<file path="src/rtl/stripe_pkg.sv">
// Shared definitions for the byte striping / unstripping path and the
// lane arbiter that feeds it: FSM state encoding and the default filler byte.
package stripe_pkg;

  typedef enum logic [1:0] {
    IDLE = 2'd0,
    XFER = 2'd1,
    PAD  = 2'd2
  } state_t;

  localparam logic [7:0] PAD_BYTE_DEFAULT = 8'hBC;

endpackage

</file>
<file path="src/rtl/stripe_lane_arbiter_rr_grant.sv">
// rr_grant: combinational rotating priority encoder.
// Searches req starting just after ptr and wrapping round to ptr itself;
// the first set request wins.
module rr_grant #(
  parameter int N_CH = 4,
  parameter int CHW  = 2
) (
  input  logic [N_CH-1:0] req,
  input  logic [CHW-1:0]  ptr,
  output logic [CHW-1:0]  gnt_idx,
  output logic            gnt_any
);

  // Walk from the farthest candidate to the nearest so the nearest hit is the last write
  always_comb begin
    logic [CHW-1:0] cand;
    gnt_idx = '0;
    gnt_any = 1'b0;
    cand    = '0;
    for (int k = N_CH; k >= 1; k--) begin
      cand = CHW'((int'(ptr) + k) % N_CH);
      if (req[cand]) begin
        gnt_idx = cand;
        gnt_any = 1'b1;
      end
    end
  end

endmodule

</file>
<file path="src/rtl/stripe_lane_arbiter.sv">
// stripe_lane_arbiter: round-robin scheduler that shares the byte striping
// datapath among N_CH show-ahead channel FIFOs. Each grant moves up to
// BURST_LEN bytes; an odd-length burst is completed with one PAD_BYTE so the
// striping stage always sees an even byte count per burst.
// Optional build macro STRIPE_ARB_PRIO_EN: channel 0 wins every arbitration
// it requests and does not move the round-robin pointer.
module stripe_lane_arbiter
  import stripe_pkg::*;
#(
  parameter int          N_CH      = 4,
  parameter int          BURST_LEN = 8,
  parameter logic [7:0]  PAD_BYTE  = PAD_BYTE_DEFAULT,
  localparam int         CHW       = $clog2(N_CH)
) (
  input  logic              clk_2f,
  input  logic              reset,
  input  logic [N_CH-1:0]   fifo_empty,
  input  logic [8*N_CH-1:0] fifo_data,
  output logic [N_CH-1:0]   fifo_pop,
  input  logic              stripe_pause,
  output logic [7:0]        data_out,
  output logic              valid_out,
  output logic              pad_out,
  output logic [CHW-1:0]    ch_out,
  output logic              busy
);

  localparam int             CNTW     = $clog2(BURST_LEN + 1);
  localparam logic [CNTW-1:0] CNT_LAST = CNTW'(BURST_LEN - 1);

  state_t            state;
  logic [CNTW-1:0]   cnt;
  logic [CHW-1:0]    sel;
  logic [CHW-1:0]    rr_ptr;

  logic [N_CH-1:0]   req;
  logic [CHW-1:0]    rr_idx;
  logic              rr_any;
  logic [CHW-1:0]    win_idx;
  logic              win_any;
  logic              win_upd;
  logic              sel_empty;
  logic [7:0]        sel_data;
  logic              can_pop;

  assign req = ~fifo_empty;

  rr_grant #(
    .N_CH (N_CH),
    .CHW  (CHW)
  ) u_rr_grant (
    .req     (req),
    .ptr     (rr_ptr),
    .gnt_idx (rr_idx),
    .gnt_any (rr_any)
  );

`ifdef STRIPE_ARB_PRIO_EN
  // Channel 0 pre-empts the rotation and leaves the pointer where it was
  always_comb begin
    win_idx = rr_idx;
    win_any = rr_any;
    win_upd = rr_any;
    if (req[0]) begin
      win_idx = '0;
      win_any = 1'b1;
      win_upd = 1'b0;
    end
  end
`else
  // Pure rotation: every winner becomes the new pointer
  always_comb begin
    win_idx = rr_idx;
    win_any = rr_any;
    win_upd = rr_any;
  end
`endif

  assign sel_empty = fifo_empty[sel];
  assign sel_data  = fifo_data[{sel, 3'b000} +: 8];
  assign can_pop   = (state == XFER) && !sel_empty && !stripe_pause && !reset;
  assign busy      = (state != IDLE);

  // One-hot pop of the granted channel; the head byte is taken at this edge
  always_comb begin
    fifo_pop = '0;
    if (can_pop) fifo_pop[sel] = 1'b1;
  end

  // Burst FSM with registered byte-stream outputs; pause freezes all progress
  always_ff @(posedge clk_2f) begin
    if (reset) begin
      state     <= IDLE;
      cnt       <= '0;
      sel       <= '0;
      rr_ptr    <= CHW'(N_CH - 1);
      data_out  <= '0;
      valid_out <= 1'b0;
      pad_out   <= 1'b0;
      ch_out    <= '0;
    end else begin
      valid_out <= 1'b0;
      pad_out   <= 1'b0;
      if (!stripe_pause) begin
        case (state)
          IDLE: begin
            if (win_any) begin
              sel   <= win_idx;
              cnt   <= '0;
              state <= XFER;
              if (win_upd) rr_ptr <= win_idx;
            end
          end
          XFER: begin
            if (!sel_empty) begin
              data_out  <= sel_data;
              valid_out <= 1'b1;
              ch_out    <= sel;
              cnt       <= cnt + 1'b1;
              if (cnt == CNT_LAST) state <= IDLE;
            end else if (cnt[0]) begin
              state <= PAD;
            end else begin
              state <= IDLE;
            end
          end
          PAD: begin
            data_out  <= PAD_BYTE;
            valid_out <= 1'b1;
            pad_out   <= 1'b1;
            ch_out    <= sel;
            state     <= IDLE;
          end
          default: state <= IDLE;
        endcase
      end
    end
  end

endmodule
</file>
<file path="config.mk">
export PLATFORM = sky130hd
export DESIGN_NAME = stripe_lane_arbiter
export DESIGN_NICKNAME = d
export VERILOG_FILES = /design/src/rtl/stripe_pkg.sv /design/src/rtl/stripe_lane_arbiter_rr_grant.sv /design/src/rtl/stripe_lane_arbiter.sv
export SDC_FILE = /design/constraint.sdc
export NUM_CORES = 1
export LEC_CHECK = 0
export CORE_MARGIN = 10
export CORE_UTILIZATION = 45
export CTS_CLUSTER_DIAMETER = 30
export DETAILED_ROUTE_END_ITERATION = 10
export PLACE_DENSITY = 0.88
export SETUP_SLACK_MARGIN = 0.15
export SLEW_MARGIN = 5
export SYNTH_ARGS = -nofsm -noshare
export SYNTH_HDL_FRONTEND = slang
export SYNTH_SLANG_ARGS = --single-unit
</file>
<file path="constraint.sdc">
create_clock -name clk_2f -period 2.7 [get_ports clk_2f]
set_clock_uncertainty 0.1 [all_clocks]
set_input_delay 0.27 -clock clk_2f [delete_from_list [all_inputs] [get_ports clk_2f]]
set_output_delay 0.27 -clock clk_2f [all_outputs]
set_load 0.02 [all_outputs]
</file>
==> metrics.cfg <==
[run_status]
status = finished, final reports clean

[global_route]
grt_pass1_vias = 1379
grt.total_usage = 0.155
grt_overflow = 0
grt_max_degree = 21
grt_antenna_before_repair = 0
grt_pass1_wl_um = 6700

[worst_hold_path]
whs_endpoint = data_out[1]$_SDFFE_PP0P_
hp-start = data_out[1]$_SDFFE_PP0P_
hold_path.class = flop to flop
worstHoldPathCells = 2

[setup_path]
setup.worst_path.end_class = primary output
cpLargestDelayFamily = multiplexers
cp_cell_sequence = mux4_2 > nor4_2 > and3_1 > dlygate4sd2_1
ff2ff_path_depth = 6
cp_slowest_cell = mux4_2
r2r_slack_ns = 0.47
rr_startpoint = sel[0]$_SDFFE_PP0P_
r2r-end = data_out[0]$_SDFFE_PP0P_
max_stage_delay_ns = 0.53
worstSetupStartpointType = flop
critPathKind = flop to primary output
critPathBufInv = 1
crit_arrival_ns = 2.06
cp.required_ns = 2.33
crit_fanout = 3

[floorplan]
die-area_mm2 = 0.00543
ios = 56
start_util = 0.471
num_rows = 19
die_h_um = 73.7
die_w_um = 73.7
core_area_mm2 = 0.00276

[synth]
synth_simple_gate_area_frac = 0.183
yosysSeqAreaShare = 0.339
ys_seq_elements = 22
postSynthCellCount = 149
yosys-mux-area-fraction = 0.171
yosys.area_share.adder = 0.0385
yosys_warnings = 0
synth_cell_type_count = 37
synth_fp_nets = 192
avgSynthCellArea_um2 = 8.72
synth_top_family_by_area = compound AO/OA/AOI/OAI gates
netlist_area_mm2 = 0.00130
synth-xor-area-share = 0
synth_compound_area_frac = 0.214

[clock_network]
ctsLongestPathBuffers = 2
postCtsSetupBuffers = 0
clkTransAtPathRegs_ns = 0.13
insertion_delay_ns = 0.32
root_buffer = clkbuf_4
clock_sinks = 22
cts_buffers = 3
post_cts_resized = 5
cts_hold_buf = 0
cts_tree = yes
h-tree-depth = 1

[timing]
fmax_mhz = 411
maxSlewViolCount = 0
hold_viol = 0
tightest_slew_ns = 0.435
finalSetupTns_ns = 0
setup_ws_ns = 0.268
timing.max_slew.rel_slack = 0.710
period_share = 0.901
layout_min_cycle_time_ns = 2.43
setup_viol = 0
whs_ns = 0.373
grt_setup_unrepaired = no

[detailed_routing]
postRouteAntennaNets = 0
routed_via_density = 5.79
finalWirelength_um = 4420
drc = 0
wl_per_cell_um = 18.1
first_pass_iters = 5
drt_iter0_drc = 84
vias = 1413

[place]
numPortBuffers = 55
post-place-ws_ns = -0.0888
place_area_mm2 = 0.00194
dp_hpwl_um = 3570
routabilityCongestion = 0.910

[cells_and_area]
area.growth.synth_to_final_pct = 53.9
layout_common_cells = clkdlybuf4s50_1 (51), dfxtp_1 (22), nand2_1 (15), nor2_1 (13), a21oi_1 (13)
design_area_mm2 = 0.00200
drive_above_1_share = 0.108
layout_commonest_cell = clkdlybuf4s50_1
nets = 257
antenna_cells = 0
n_fill_cell = 209
final_util = 0.725

[pwr]
vdd_drop_max_mv = 0.508
power.density_mw_per_mm2 = 425
p_leak_nw = 0.775

[flow_run]
maxCapViolCount = 0

==> power by group <==
part	internal, mW	total (mW)	leakage, nW	switching (mW)
clock	0.150	0.257	0.0279	0.107
sequential	0.339	0.351	0.179	0.0116
combinational	0.131	0.241	0.568	0.109
==> worst min-delay path, stage by stage, from the launching register on <==
cell and delay [ns]:
dfxtp_1 0.34, nand2_1 0.05, a21oi_1 0.05
==> area by class of cell <==
cell class	instances	area [µm²]	share of cell area
Clock buffer	3	22.5	0.0113
Clock inverter	1	30.0	0.0150
Multi-Input combinational cell	110	793	0.397
Sequential cell	22	440	0.220
Inverter	10	37.5	0.0188
Tap cell	31	38.8	0.0194
Timing Repair Buffer	67	636	0.318
==> cell families after synthesis <==
family                     count (synthesis)
and+or+nand+nor                           48
AOI/OAI and AO/OA                         41
DFF                                       22
buffers and inverters                     17
muxes                                     17
adders and majority gates                  4
==> worst max path at each step <==
stage | startpoint | endpoint | slack [ns] | cells after the start
floorplan | sel[0]$_SDFFE_PP0P_ | fifo_pop[1] | 0.72 | 3
global placement | fifo_empty[3] | fifo_pop[1] | 0.05 | 5
detailed placement | fifo_empty[3] | fifo_pop[1] | -0.09 | 5
CTS | sel[0]$_SDFFE_PP0P_ | fifo_pop[1] | 0.27 | 4
global route | sel[0]$_SDFFE_PP0P_ | fifo_pop[0] | 0.18 | 6
finish | sel[0]$_SDFFE_PP0P_ | fifo_pop[1] | 0.27 | 4
==> registers in the layout, summed over array words and instances, names as in the netlist <==
name and cells:
rr_ptr 2, data_out 8, valid_out 1, cnt 4, sel 2, state 2, pad_out 1, ch_out 2
==> metrics by stage <==
step                std cells  power (mW)
detailed placement        240       0.594
global placement          240       0.585
global route              244       0.878
floorplan                 149       0.476
finish                    244       0.849
CTS                       244       0.847
==> Yosys cell counts (all sizes together) <==
library cell  instances  area, µm²
a211o                 1       8.76
a211oi                1       7.51
a21o                  2       15.0
a21oi                13       65.1
a221o                 6       60.1
a221oi                1       8.76
a311oi                1       8.76
a31oi                 2       12.5
a32o                  1       10.0
and2                  1       6.26
and3                  2       12.5
and4                  1       8.76
buf                   4       22.5
clkbuf                3       11.3
dfxtp                22        440
ha                    4       50.1
inv                  10       37.5
mux2                  1       11.3
mux2i                12        120
mux4                  4       90.1
nand2                15       56.3
nand2b                3       18.8
nand3                 2       10.0
nand4                 1       6.26
nand4b                1       8.76
nor2                 13       48.8
nor3                  2       10.0
nor4                  1       6.26
o211ai                3       22.5
o21a                  1       7.51
o21ai                 7       35.0
o221ai                1       8.76
o31ai                 1       7.51
or2                   1       6.26
or3                   2       12.5
or3b                  3       26.3
==> routing by layer <==
layer | vias to the layer above | part of all wire | GRT usage
li1 | 679 | - | -
met1 | 683 | 0.38 | 0.169
met2 | 45 | 0.56 | 0.291
met3 | 6 | 0.042 | 0.0202
met4 | 0 | 0.017 | 0.0580
met5 | - | 0 | 0
Power figures use the tool's default switching activity.
